<file path="src/rtl/spi_regfile_peripheral_if.sv">
// rtl/spi_regfile_peripheral_if.sv - SPI pin bundle for the register-file peripheral
// Purpose: groups the four-wire SPI pins plus the CIPO output enable.
// Signals:
//   nCS     chip select, active low (controller -> peripheral)
//   SCLK    SPI clock, mode 0 (controller -> peripheral)
//   COPI    controller-out data (controller -> peripheral)
//   CIPO    peripheral-out data (peripheral -> controller)
//   cipo_oe CIPO output enable (peripheral -> pad)
// Modports: master = controller side, slave = peripheral side.
interface spi_regfile_peripheral_if;
  logic nCS;
  logic SCLK;
  logic COPI;
  logic CIPO;
  logic cipo_oe;

  modport master (
    output nCS,
    output SCLK,
    output COPI,
    input  CIPO,
    input  cipo_oe
  );

  modport slave (
    input  nCS,
    input  SCLK,
    input  COPI,
    output CIPO,
    output cipo_oe
  );
endinterface

</file>
<file path="src/rtl/spi_regfile_peripheral.sv">
// rtl/spi_regfile_peripheral.sv - SPI mode-0 peripheral fronting a small register file
// Purpose: oversamples an asynchronous SPI bus on clk, decodes frames of
//   {R/W, address, data} (MSB first), commits writes on nCS release and
//   streams register contents out on CIPO for read frames.
// Ports:
//   clk, rst_n     system clock, asynchronous active-low reset
//   spi            SPI pins (slave modport): nCS, SCLK, COPI in; CIPO, cipo_oe out
//   regs_flat      register contents, register i at [i*DATA_W +: DATA_W]
//   wr_strobe      one-clk pulse per committed write
//   wr_addr        address of the last committed write
//   frame_err_cnt  saturating count of rejected (wrong-length) frames
module spi_regfile_peripheral #(
  parameter int                NUM_REGS  = 5,
  parameter int                ADDR_W    = 7,
  parameter int                DATA_W    = 8,
  parameter logic [DATA_W-1:0] RESET_VAL = '0
) (
  input  logic                       clk,
  input  logic                       rst_n,
  spi_regfile_peripheral_if.slave    spi,
  output logic [NUM_REGS*DATA_W-1:0] regs_flat,
  output logic                       wr_strobe,
  output logic [ADDR_W-1:0]          wr_addr,
  output logic [7:0]                 frame_err_cnt
);

  localparam int FRAME_W = 1 + ADDR_W + DATA_W;
  // The counter must hold FRAME_W+1 so over-long frames stay distinguishable.
  localparam int CNT_W   = $clog2(FRAME_W + 2);

  localparam logic [CNT_W-1:0]  CNT_FULL   = CNT_W'(FRAME_W);
  localparam logic [CNT_W-1:0]  CNT_SAT    = CNT_W'(FRAME_W + 1);
  localparam logic [CNT_W-1:0]  CNT_ADDR   = CNT_W'(ADDR_W);
  // One extra bit so NUM_REGS == 2**ADDR_W still compares correctly.
  localparam logic [ADDR_W:0]   NUM_REGS_X = (ADDR_W + 1)'(NUM_REGS);

  // Synchronisers and previous-value flops for edge detection.
  logic ncs_s1, ncs_s2, ncs_q;
  logic sclk_s1, sclk_s2, sclk_q;
  logic copi_s1, copi_s2;

  logic [FRAME_W-1:0] shreg;
  logic [CNT_W-1:0]   cnt;
  logic [DATA_W-1:0]  out_sh;
  logic [DATA_W-1:0]  regs [NUM_REGS];

  logic               sclk_rise, sclk_fall, ncs_rise, active;
  logic [FRAME_W-1:0] shift_next;
  logic               frame_rw;
  logic [ADDR_W-1:0]  frame_addr;
  logic [DATA_W-1:0]  frame_data;
  logic               rd_rw;
  logic [ADDR_W-1:0]  rd_addr;
  logic [DATA_W-1:0]  rd_val;
  logic               do_write;
  logic               frame_bad;

  always_ff @(posedge clk or negedge rst_n) begin
    if (!rst_n) begin
      ncs_s1  <= 1'b1;
      ncs_s2  <= 1'b1;
      ncs_q   <= 1'b1;
      sclk_s1 <= 1'b0;
      sclk_s2 <= 1'b0;
      sclk_q  <= 1'b0;
      copi_s1 <= 1'b0;
      copi_s2 <= 1'b0;
    end else begin
      ncs_s1  <= spi.nCS;
      ncs_s2  <= ncs_s1;
      ncs_q   <= ncs_s2;
      sclk_s1 <= spi.SCLK;
      sclk_s2 <= sclk_s1;
      sclk_q  <= sclk_s2;
      copi_s1 <= spi.COPI;
      copi_s2 <= copi_s1;
    end
  end

  always_comb begin
    active     = ~ncs_s2;
    sclk_rise  = sclk_s2 & ~sclk_q;
    sclk_fall  = ~sclk_s2 & sclk_q;
    ncs_rise   = ncs_s2 & ~ncs_q;
    shift_next = {shreg[FRAME_W-2:0], copi_s2};

    frame_rw   = shreg[FRAME_W-1];
    frame_addr = shreg[DATA_W +: ADDR_W];
    frame_data = shreg[DATA_W-1:0];

    // Read decode looks at the post-shift view: the edge being processed
    // supplies the address LSB.
    rd_rw   = shift_next[ADDR_W];
    rd_addr = shift_next[ADDR_W-1:0];
    rd_val  = '0;
    for (int i = 0; i < NUM_REGS; i++) begin
      if (rd_addr == ADDR_W'(i)) rd_val = regs[i];
    end

    do_write  = ncs_rise && (cnt == CNT_FULL) && frame_rw &&
                ({1'b0, frame_addr} < NUM_REGS_X);
    frame_bad = ncs_rise && (cnt != '0) && (cnt != CNT_FULL);
  end

  always_ff @(posedge clk or negedge rst_n) begin
    if (!rst_n) begin
      shreg         <= '0;
      cnt           <= '0;
      out_sh        <= '0;
      wr_strobe     <= 1'b0;
      wr_addr       <= '0;
      frame_err_cnt <= '0;
      for (int i = 0; i < NUM_REGS; i++) regs[i] <= RESET_VAL;
    end else begin
      wr_strobe <= 1'b0;

      if (active) begin
        if (sclk_rise) begin
          shreg <= shift_next;
          if (cnt != CNT_SAT) cnt <= cnt + 1'b1;
          if (cnt == CNT_ADDR && !rd_rw) out_sh <= rd_val;
        end else if (sclk_fall) begin
          // Zero fill: once the LSB has gone out CIPO reads 0.
          out_sh <= {out_sh[DATA_W-2:0], 1'b0};
        end
      end else begin
        cnt    <= '0;
        shreg  <= '0;
        out_sh <= '0;
      end

      // A read load in this same clk sees the pre-write contents because
      // rd_val samples regs before this update lands.
      if (do_write) begin
        for (int i = 0; i < NUM_REGS; i++) begin
          if (frame_addr == ADDR_W'(i)) regs[i] <= frame_data;
        end
        wr_strobe <= 1'b1;
        wr_addr   <= frame_addr;
      end

      if (frame_bad && frame_err_cnt != 8'hFF) frame_err_cnt <= frame_err_cnt + 8'd1;
    end
  end

  for (genvar g = 0; g < NUM_REGS; g++) begin : g_flat
    assign regs_flat[g*DATA_W +: DATA_W] = regs[g];
  end

  assign spi.CIPO    = out_sh[DATA_W-1];
  assign spi.cipo_oe = active;

endmodule

</file>
<file path="src/flat_wrapper.sv">
// flat-port wrapper written by rule: the top's interface ports become plain ports
module spi_regfile_peripheral_flat 
#(
  parameter int                NUM_REGS  = 5,
  parameter int                ADDR_W    = 7,
  parameter int                DATA_W    = 8,
  parameter logic [DATA_W-1:0] RESET_VAL = '0
)
  (clk, rst_n, regs_flat, wr_strobe, wr_addr, frame_err_cnt, spi_nCS, spi_SCLK, spi_COPI, spi_CIPO, spi_cipo_oe);
  spi_regfile_peripheral_if spi_i ();
  input  logic clk;
  input  logic rst_n;
  output logic [NUM_REGS*DATA_W-1:0] regs_flat;
  output logic wr_strobe;
  output logic [ADDR_W-1:0] wr_addr;
  output logic [7:0] frame_err_cnt;
  input wire logic [$bits(spi_i.nCS)-1:0] spi_nCS;
  input wire logic [$bits(spi_i.SCLK)-1:0] spi_SCLK;
  input wire logic [$bits(spi_i.COPI)-1:0] spi_COPI;
  output wire logic [$bits(spi_i.CIPO)-1:0] spi_CIPO;
  output wire logic [$bits(spi_i.cipo_oe)-1:0] spi_cipo_oe;
  assign spi_i.nCS = spi_nCS;
  assign spi_i.SCLK = spi_SCLK;
  assign spi_i.COPI = spi_COPI;
  assign spi_CIPO = spi_i.CIPO;
  assign spi_cipo_oe = spi_i.cipo_oe;
  spi_regfile_peripheral #(.NUM_REGS(NUM_REGS), .ADDR_W(ADDR_W), .DATA_W(DATA_W), .RESET_VAL(RESET_VAL)) u_core (.clk(clk), .rst_n(rst_n), .spi(spi_i), .regs_flat(regs_flat), .wr_strobe(wr_strobe), .wr_addr(wr_addr), .frame_err_cnt(frame_err_cnt));
endmodule
</file>
<file path="config.mk">
export PLATFORM = sky130hd
export DESIGN_NAME = spi_regfile_peripheral_flat
export DESIGN_NICKNAME = d
export VERILOG_FILES = /design/src/rtl/spi_regfile_peripheral_if.sv /design/src/rtl/spi_regfile_peripheral.sv /design/src/flat_wrapper.sv
export SDC_FILE = /design/constraint.sdc
export NUM_CORES = 1
export LEC_CHECK = 0
export CELL_PAD_IN_SITES_DETAIL_PLACEMENT = 2
export CELL_PAD_IN_SITES_GLOBAL_PLACEMENT = 2
export CORE_ASPECT_RATIO = 1.5
export CORE_MARGIN = 3
export CORE_UTILIZATION = 37
export DETAILED_ROUTE_END_ITERATION = 7
export GPL_ROUTABILITY_DRIVEN = 0
export PLACE_DENSITY = 0.87
export SETUP_SLACK_MARGIN = 0.02
export SLEW_MARGIN = 20
export SYNTH_ARGS = -nofsm -noshare
export SYNTH_HDL_FRONTEND = slang
export SYNTH_SLANG_ARGS = --single-unit
</file>
<file path="constraint.sdc">
create_clock -name clk -period 2.6 [get_ports clk]
set_input_delay 0.39 -clock clk [delete_from_list [all_inputs] [get_ports clk]]
set_output_delay 0.39 -clock clk [all_outputs]
set_load 0.01 [all_outputs]
</file>
; ---- After elaboration in Yosys (flattened, before gate mapping)
; Index checks and enable logic that the tools add are counted.
; W data, S select, Z words.
[totals]
register_bits = 93
word_cells = 79
output_inout_bits = 58
in_bits = 5
[op_classes]
n_lt_le_gt_ge = 1
n_bitwise = 7
eq_ne = 14
n_reduce_logical = 21
n_mux = 15
add_sub_neg = 2
[op_table]
columns = op, n
row1 = $mux W8, 9
row2 = $mux W16, 2
row3 = $eq A7 B2 Y1 const B, 4
row4 = $mux W5, 3
row5 = $eq A7 B1 Y1 const B, 2
row6 = $eq A7 B3 Y1 const B, 2
row7 = $logic_not A7 Y1, 2
row8 = $reduce_and A2 Y1, 7
row9 = $ne A5 B5 Y1 const B, 2
row10 = $add A8 B1 Y8 const B, 1
row11 = $ne A8 B8 Y1 const B, 1
row12 = $logic_and A1 B1 Y1, 7
row13 = $lt A7 B3 Y1 const B, 1
row14 = $add A5 B1 Y5 const B, 1
row15 = $eq A5 B3 Y1 const B, 1
row16 = $eq A5 B5 Y1 const B, 1
row17 = $reduce_bool A5 Y1, 1
row18 = $not A1 Y1, 4
row19 = $reduce_bool A2 Y1, 2
row20 = $and A1 B1 Y1, 3
row21 = $ne A3 B2 Y1 const B, 1
row22 = $reduce_bool A3 Y1, 1
row23 = $logic_not A1 Y1, 1
row24 = $mux W1, 1

; ---- Depth between registers and ports, before layout
; Gate-level depths: netlist of run 1.
[logic_depth]
depth_word = 9
depth_mapped = 8
depth_no_buf = 6

; ---- Worst setup path before layout of run 1
; OpenSTA, ideal clock, no wires.
[synth_path]
path_type = register to register
start = register u_core.ncs_s2
end = register u_core.regs, in the netlist u_core.regs_flat[0]
t_arrival_ps = 1920
path_slack_ps = 555
stages_incl_launch_ff = 7
setup_time_ps = 125
n_path_buf = 2
period_less_slack_ps = 2045
required_ps = 2475
path_cell_list = dfstp_2 buf_4 nor4b_4 nand4_4 or3_1 buf_6 mux2_4
[synth_between]
elab_chain_len = 5
[synth_lines]
columns = element, line_no
row1 = "start, declared", spi_regfile_peripheral.sv:38  ; logic ncs_s1, ncs_s2, ncs_q;
row2 = "start signal, assigned", spi_regfile_peripheral.sv:70  ; ncs_s2 <= ncs_s1;
row3 = $and A1 B1 Y1, spi_regfile_peripheral.sv:84  ; ncs_rise = ncs_s2 & ~ncs_q;
row4 = $logic_and A1 B1 Y1 (3 in a row), spi_regfile_peripheral.sv:100  ; do_write = ncs_rise && (cnt == CNT_FULL) && frame_rw &&
row5 = $reduce_and A2 Y1 (no source line), n/a
row6 = "end signal, assigned by index", spi_regfile_peripheral.sv:136  ; if (frame_addr == ADDR_W'(i)) regs[i] <= frame_data;
row7 = "end, declared", spi_regfile_peripheral.sv:45  ; logic [DATA_W-1:0] regs [NUM_REGS];
; Every way passes these cells.
; A chain may end at the register's enable or synchronous reset.

; ---- Worst setup path in the final report of run 1
[layout_path]
start = register u_core.cnt[0]
end = register u_core.regs, in the netlist u_core.regs_flat[4]
[layout_between]
elab_chain_len = 5
[layout_lines]
columns = element, line_no
row1 = "start, declared", spi_regfile_peripheral.sv:43  ; logic [CNT_W-1:0] cnt;
row2 = "start signal, assigned", spi_regfile_peripheral.sv:120  ; if (cnt != CNT_SAT) cnt <= cnt + 1'b1;
row3 = $eq A5 B5 Y1, spi_regfile_peripheral.sv:100
row4 = $logic_and A1 B1 Y1 (3 in a row), spi_regfile_peripheral.sv:100
row5 = $reduce_and A2 Y1 (no source line), n/a
; Every way passes these cells.

==> flow_summary.yaml, run 1 <==
run_status:
  status: "finished, final reports clean"
timing:
  slew_headroom_pct: 52.9
  grt_setup_unrepaired: "false"
  worstMarginPinSlew_ns: 0.707
  setup_viol: 0
  final.setup.tns_ns: 0
  whs_ns: 0.0981
  clock.fmax_mhz: 415
  fin_ws_ns: 0.191
  drv_slew: 0
  min_period_ns: 2.41
  skew_ns: 0.0134
  hold_viol_final: 0
  post-route-period-util_pct: 92.6
job:
  maxCapViolCount: 0
routing:
  drc: 0
  wl_per_cell_um: 24.2
  viasPerCell: 5.59
  drt_iter0_drc: 123
  dr.max_layer_used: "met4"
  vias: 3140
  firstDrtPassIters: 4
  ant_nets: 0
  met2_wirelength_mm: 7.45
  wl_met1_mm: 5.44
  met3WireLength_um: 411
  wl_mm: 13.6
cts:
  cts_hold_buf: 0
  cts.htree.levels: 3
  cts_root_buf: "clkbuf_16"
  cts_buffer_depth: 2
  cts_tree: "done"
  tritoncts.num_buffers: 9
  insertion_delay_ns: 0.34
  cts.clk_slew.worst_paths_ns: 0.07
  post_cts_buffers: 0
  cts-resized-gates: 0
  cts.sinks: 93
cells_and_area:
  instances_no_fill: 562
  fin_nets: 420
  num-fill-cells: 1090
  synthToLayoutAreaGrowth_pct: 26.0
  design_area_mm2: 0.00547
  layout-drive-gt1-share_pct: 23.1
  diodes: 0
floorplan:
  chipHeight_um: 139
  die_area_mm2: 0.0131
  rows: 47
  pin_count: 63
  die_width_um: 94.5
  core_mm2: 0.0112
  start_util_pct: 38.7
worst_setup_path:
  critical_path_class: "reg2reg"
  crit_path_start_kind: "flip-flop"
  cp_num_buf_inv: 1
  r2r_cells: 6
  worstPathCellList: "inv_1 > ha_1 > nor3b_4 > nand4_4 > or3_1 > mux2_4"
  crit_family: "simple AND/OR/NAND/NOR gates"
  cp_slowest_cell: "or3_1"
  r2r-end: "u_core.regs_flat[4]"
  rrSetupSlack_ns: 0.19
  cp-end-kind: "flip-flop"
  slowest_delay_ns: 0.62
  r2r_start: "u_core.cnt[0]"
  required_ns: 2.83
  arrival_ns: 2.63
  crit_path_end: "u_core.regs_flat[4]"
  crit_start: "u_core.cnt[0]"
  path_depth: 6
  path_max_fanout: 8
power_and_ir_drop:
  p_leak_nw: 2.45
  irDropWorstVdd_uv: 367
  power_density_mw_per_mm2: 602
logic_synthesis:
  yosysWarningCount: 0
  syn_nets: 356
  synth_cells: 346
  ys_ff_latch: 93
  synth_area_mm2: 0.00435
  async_flop_share_pct: 100
  synth.distinct_cells: 56
  seq_area_frac_synth_pct: 53.6
  syn_area_per_cell_um2: 12.6
  ys.flop_type: "dfrtp_1"
  synth_edf_count: 0
min_path:
  min_path_type: "in2async"
placed_design:
  dp_hpwl_mm: 8.99
  placement.cell_area_mm2: 0.00515
  place_inst: 546
  port_buffers: 62
  pre_cts_ws_ns: 0.275
grt:
  grt_pass1_vias: 3620
  overflow: 0
  grt_max_degree: 55
  track_usage_pct: 21.7
  antenna_found_initial: 0
  grt_pass1_wl_mm: 21.6
## power by group
part           internal [mW]  leakage (nW)  switching, mW  total (mW)
registers               1.49          1.27         0.0499        1.54
logic                  0.135          1.02          0.164       0.299
clock network          0.893         0.163          0.565        1.46
total                   2.52          2.45          0.779        3.30
## through the flow
stage | util [%] | total power [mW]
floorplan | - | 1.71
finish | 48.7 | 3.30
detailed placement | 45.8 | 1.86
CTS | 48.7 | 3.32
global placement | 45.8 | 1.84
global route | 48.7 | 3.43
## worst min path at each step
stage | to | slack, ns
after global placement | u_core.copi_s2 | 0.34
after CTS | u_core.regs_flat[31] | 0.12
after floorplan | u_core.cnt[0] | 0.09
final | u_core.regs_flat[31] | 0.1
after global routing | u_core.copi_s2 | 0.14
after detailed placement | u_core.copi_s2 | 0.34
## registers in the layout, indices dropped and copies added (netlist names)
signal,cells
u_core.frame_err_cnt,8
u_core.shreg,16
u_core.wr_addr,7
u_core.copi_s1,1
u_core.ncs_s1,1
u_core.sclk_s2,1
u_core.sclk_q,1
u_core.cnt,5
u_core.ncs_q,1
u_core.regs_flat,40
u_core.copi_s2,1
u_core.wr_strobe,1
u_core.ncs_s2,1
u_core.sclk_s1,1
u_core.out_sh,8
## cell usage in the layout (no fill, tap or decap), drive strengths merged, types with 6 or more instances in the layout
cell type / netlist / routed
clkdlybuf4s50: 0 / 61
o21ai: 6 / 6
xnor2: 7 / 7
or2: 6 / 6
nor2b: 11 / 11
mux2i: 18 / 18
nand2: 8 / 8
or3: 7 / 7
clkbuf: 16 / 12
nand4: 7 / 7
buf: 6 / 14
inv: 6 / 6
mux2: 43 / 43
dfrtp: 90 / 90
nand3: 10 / 10
nor2: 28 / 28
## cells by family (layout without fill, tap and decap cells)
family	Yosys count	count (layout)	synth area share, %
DFF	93	93	53.6
and+or+nand+nor	106	106	16.5
AOI/OAI and AO/OA	43	43	7.66
xor gates and xnor gates	10	10	2.02
muxes	61	61	16.0
adders and majority gates	5	5	1.44
buffers and inverters	28	97	2.76
## area by class of cell
type	count	area, um^2	area share (%)
clock buffer	12	256	4.69
clock inverter	4	70.1	1.28
inverter	6	22.5	0.411
multi-input combinational	225	1890	34.6
sequential	93	2330	42.6
tap	147	184	3.36
timing repair buffer	75	716	13.1
## worst register-to-register path, cell delays in order (launching register included)
cell and delay, ns:
dfrtp_1 0.42, inv_1 0.11, ha_1 0.15, nor3b_4 0.37, nand4_4 0.23, or3_1 0.62, mux2_4 0.40
## layer usage
layer / GRT usage (%) / up-vias
met4: 7.53 / 0
met5: 0 / -
met1: 25.9 / 1674
li1: - / 1370
met2: 39.0 / 77
met3: 3.42 / 19
## synthesized netlist by cell type, types with 6 or more instances
library cell	count	share of area [%]
nand2_1	8	0.69
clkbuf_1	16	1.4
xnor2_1	7	1.4
inv_1	6	0.52
or2_2	6	0.86
or3_1	7	1.0
nor2_1	27	2.3
mux2_4	8	2.8
nand3_1	9	1.0
o21ai_0	6	0.69
mux2i_1	18	4.1
mux2_2	35	9.1
nor2b_1	11	1.6
dfrtp_1	90	52
nand4_1	6	0.86
Power figures use the tool's default switching activity.
==> inputs of run 2 (changes only) <==
--- a/config.mk
+++ b/config.mk
@@ -12,6 +12,7 @@
 export CORE_UTILIZATION = 37
 export DETAILED_ROUTE_END_ITERATION = 7
 export GPL_ROUTABILITY_DRIVEN = 0
+export GPL_TIMING_DRIVEN = 0
 export PLACE_DENSITY = 0.87
 export SETUP_SLACK_MARGIN = 0.02
 export SLEW_MARGIN = 20
==> constraint.sdc (replaced) <==
create_clock -name clk -period 2.45 [get_ports clk]
set_input_delay 0.3675 -clock clk [delete_from_list [all_inputs] [get_ports clk]]
set_output_delay 0.3675 -clock clk [all_outputs]
set_load 0.01 [all_outputs]
==> flow_summary.yaml, run 2 (synthesized netlist as in run 1, its figures left out) <==
run_status:
  status: "finished, final reports clean"
power_and_ir_drop:
  p_sw_mw: 0.889
  p_leak_nw: 2.50
  power_density_mw_per_mm2: 605
  internal_power_mw: 2.52
  pwr-share-clk_pct: 42.3
  p_comb_share_pct: 9.9
  switching_share_pct: 26.1
  p_total_mw: 3.41
  irDropWorstVdd_uv: 489
  pwr-share-seq_pct: 47.8
worst_setup_path:
  path_max_fanout: 9
  crit_family: "compound AO/OA/AOI/OAI gates"
  crit_path_start_kind: "flip-flop"
  cp_slowest_cell: "o311a_1"
  required_ns: 2.67
  cp_num_buf_inv: 1
  cp-end-kind: "flip-flop"
  r2r_cells: 5
  worstPathCellList: "clkbuf_1 > nor3_4 > nand2_1 > o311a_1 > o41ai_1"
  arrival_ns: 2.59
  critical_path_class: "reg2reg"
  slowest_delay_ns: 0.45
  path_depth: 5
timing:
  setup_viol: 0
  drv_slew: 0
  grt_setup_unrepaired: "true"
  final.setup.tns_ns: 0
  clock.fmax_mhz: 421
  skew_ns: 0.0122
  min_period_ns: 2.37
  hold_viol_final: 0
  worstMarginPinSlew_ns: 0.799
  post-route-period-util_pct: 96.9
  slew_headroom_pct: 46.7
routing:
  drc: 0
  vias: 3379
  ant_nets: 0
  viasPerCell: 5.78
  wl_mm: 15.6
  drt_iter0_drc: 168
  firstDrtPassIters: 4
  wl_per_cell_um: 26.7
cells_and_area:
  fin_nets: 443
  layout-drive-gt1-share_pct: 23.7
  synthToLayoutAreaGrowth_pct: 29.7
  num-fill-cells: 1075
  diodes: 0
  final_common_cell: "dfrtp_1"
  mostFrequentLayoutCells: "90 x dfrtp_1, 61 x clkdlybuf4s50_1, 35 x mux2_2, 27 x nor2_1, 18 x mux2i_1"
  largest_reg_flops: 40
job:
  maxCapViolCount: 0
floorplan:
  pin_count: 63
  rows: 47
  core_mm2: 0.0112
  chipHeight_um: 139
  die_area_mm2: 0.0131
  start_util_pct: 38.7
  die_width_um: 94.5
cts:
  cts_buffer_depth: 2
  cts_root_buf: "clkbuf_16"
  cts.sinks: 93
  cts.clk_slew.worst_paths_ns: 0.07
  cts_tree: "done"
  cts.htree.levels: 3
  insertion_delay_ns: 0.36
  tritoncts.num_buffers: 9
grt:
  grt_max_degree: 76
  overflow: 0
  track_usage_pct: 24.5
  grt_pass1_wl_mm: 23.8
  antenna_found_initial: 0
  grt_pass1_vias: 3824
placed_design:
  port_buffers: 62
  dp_hpwl_mm: 9.57
min_path:
  min_path_type: "reg2reg"
  worstHoldPathCells: 0
==> run 2: area by class of cell <==
class                      count  area, um^2  share of cell area (%)
buffer                        22        98.8                    1.75
clock buffer                   9         225                    3.99
clock inverter                 7        75.1                    1.33
inverter                       6        22.5                   0.399
multi-input combinational    225        1910                    34.0
sequential                    93        2330                    41.3
tap                          147         184                    3.26
timing repair buffer          76         787                    14.0
==> run 2: per-stage QoR <==
step                worst slack (ns)  std cells  util (%)  cell area, um^2  hold slack (ns)
floorplan                      0.405        346         -             4350           0.0719
global placement               -2.39        555      45.9             5150            0.337
finish                        0.0764        585      50.2             5640            0.352
detailed placement           -0.0705        556      46.1             5180            0.221
CTS                           0.0267        576      49.3             5540            0.355
global route                 -0.0445        585      50.2             5640            0.365
==> run 2: what timing repair did <==
item,CTS,global route
hold buffers,1,0
hold endpoints to repair,18,0
gates resized for setup,2,3
setup endpoints to repair,15,24
setup buffers,3,9
pin swaps,3,4
==> run 2: worst paths after layout <==
path	start	slack (ns)	endpoint
setup / recovery	u_core.shreg[5]	0.08	u_core.out_sh[6]
hold / removal	u_core.sclk_s1	0.35	u_core.sclk_s2
setup reg to reg	u_core.shreg[5]	0.08	u_core.out_sh[6]
hold reg to reg	u_core.sclk_s1	0.35	u_core.sclk_s2
max in group asynchronous	rst_n	1.34	u_core.ncs_q
min in group asynchronous	rst_n	0.43	u_core.regs_flat[7]
==> run 2: routing by layer <==
layer,wire length (um),global-route usage [%]
met5,0,0
met4,702,13.1
met3,549,4.13
met2,8650,44.0
met1,5740,26.7
==> run 2: power groups by stage <==
| stage | clock network, mW | registers, mW | logic [mW] |
|---|---|---|---|
| detailed placement | 0 | 1.66 | 0.322 |
| global route | 1.53 | 1.64 | 0.364 |
| global placement | 0 | 1.65 | 0.301 |
| floorplan | 0 | 1.66 | 0.149 |
| CTS | 1.46 | 1.63 | 0.331 |
| finish | 1.44 | 1.63 | 0.337 |
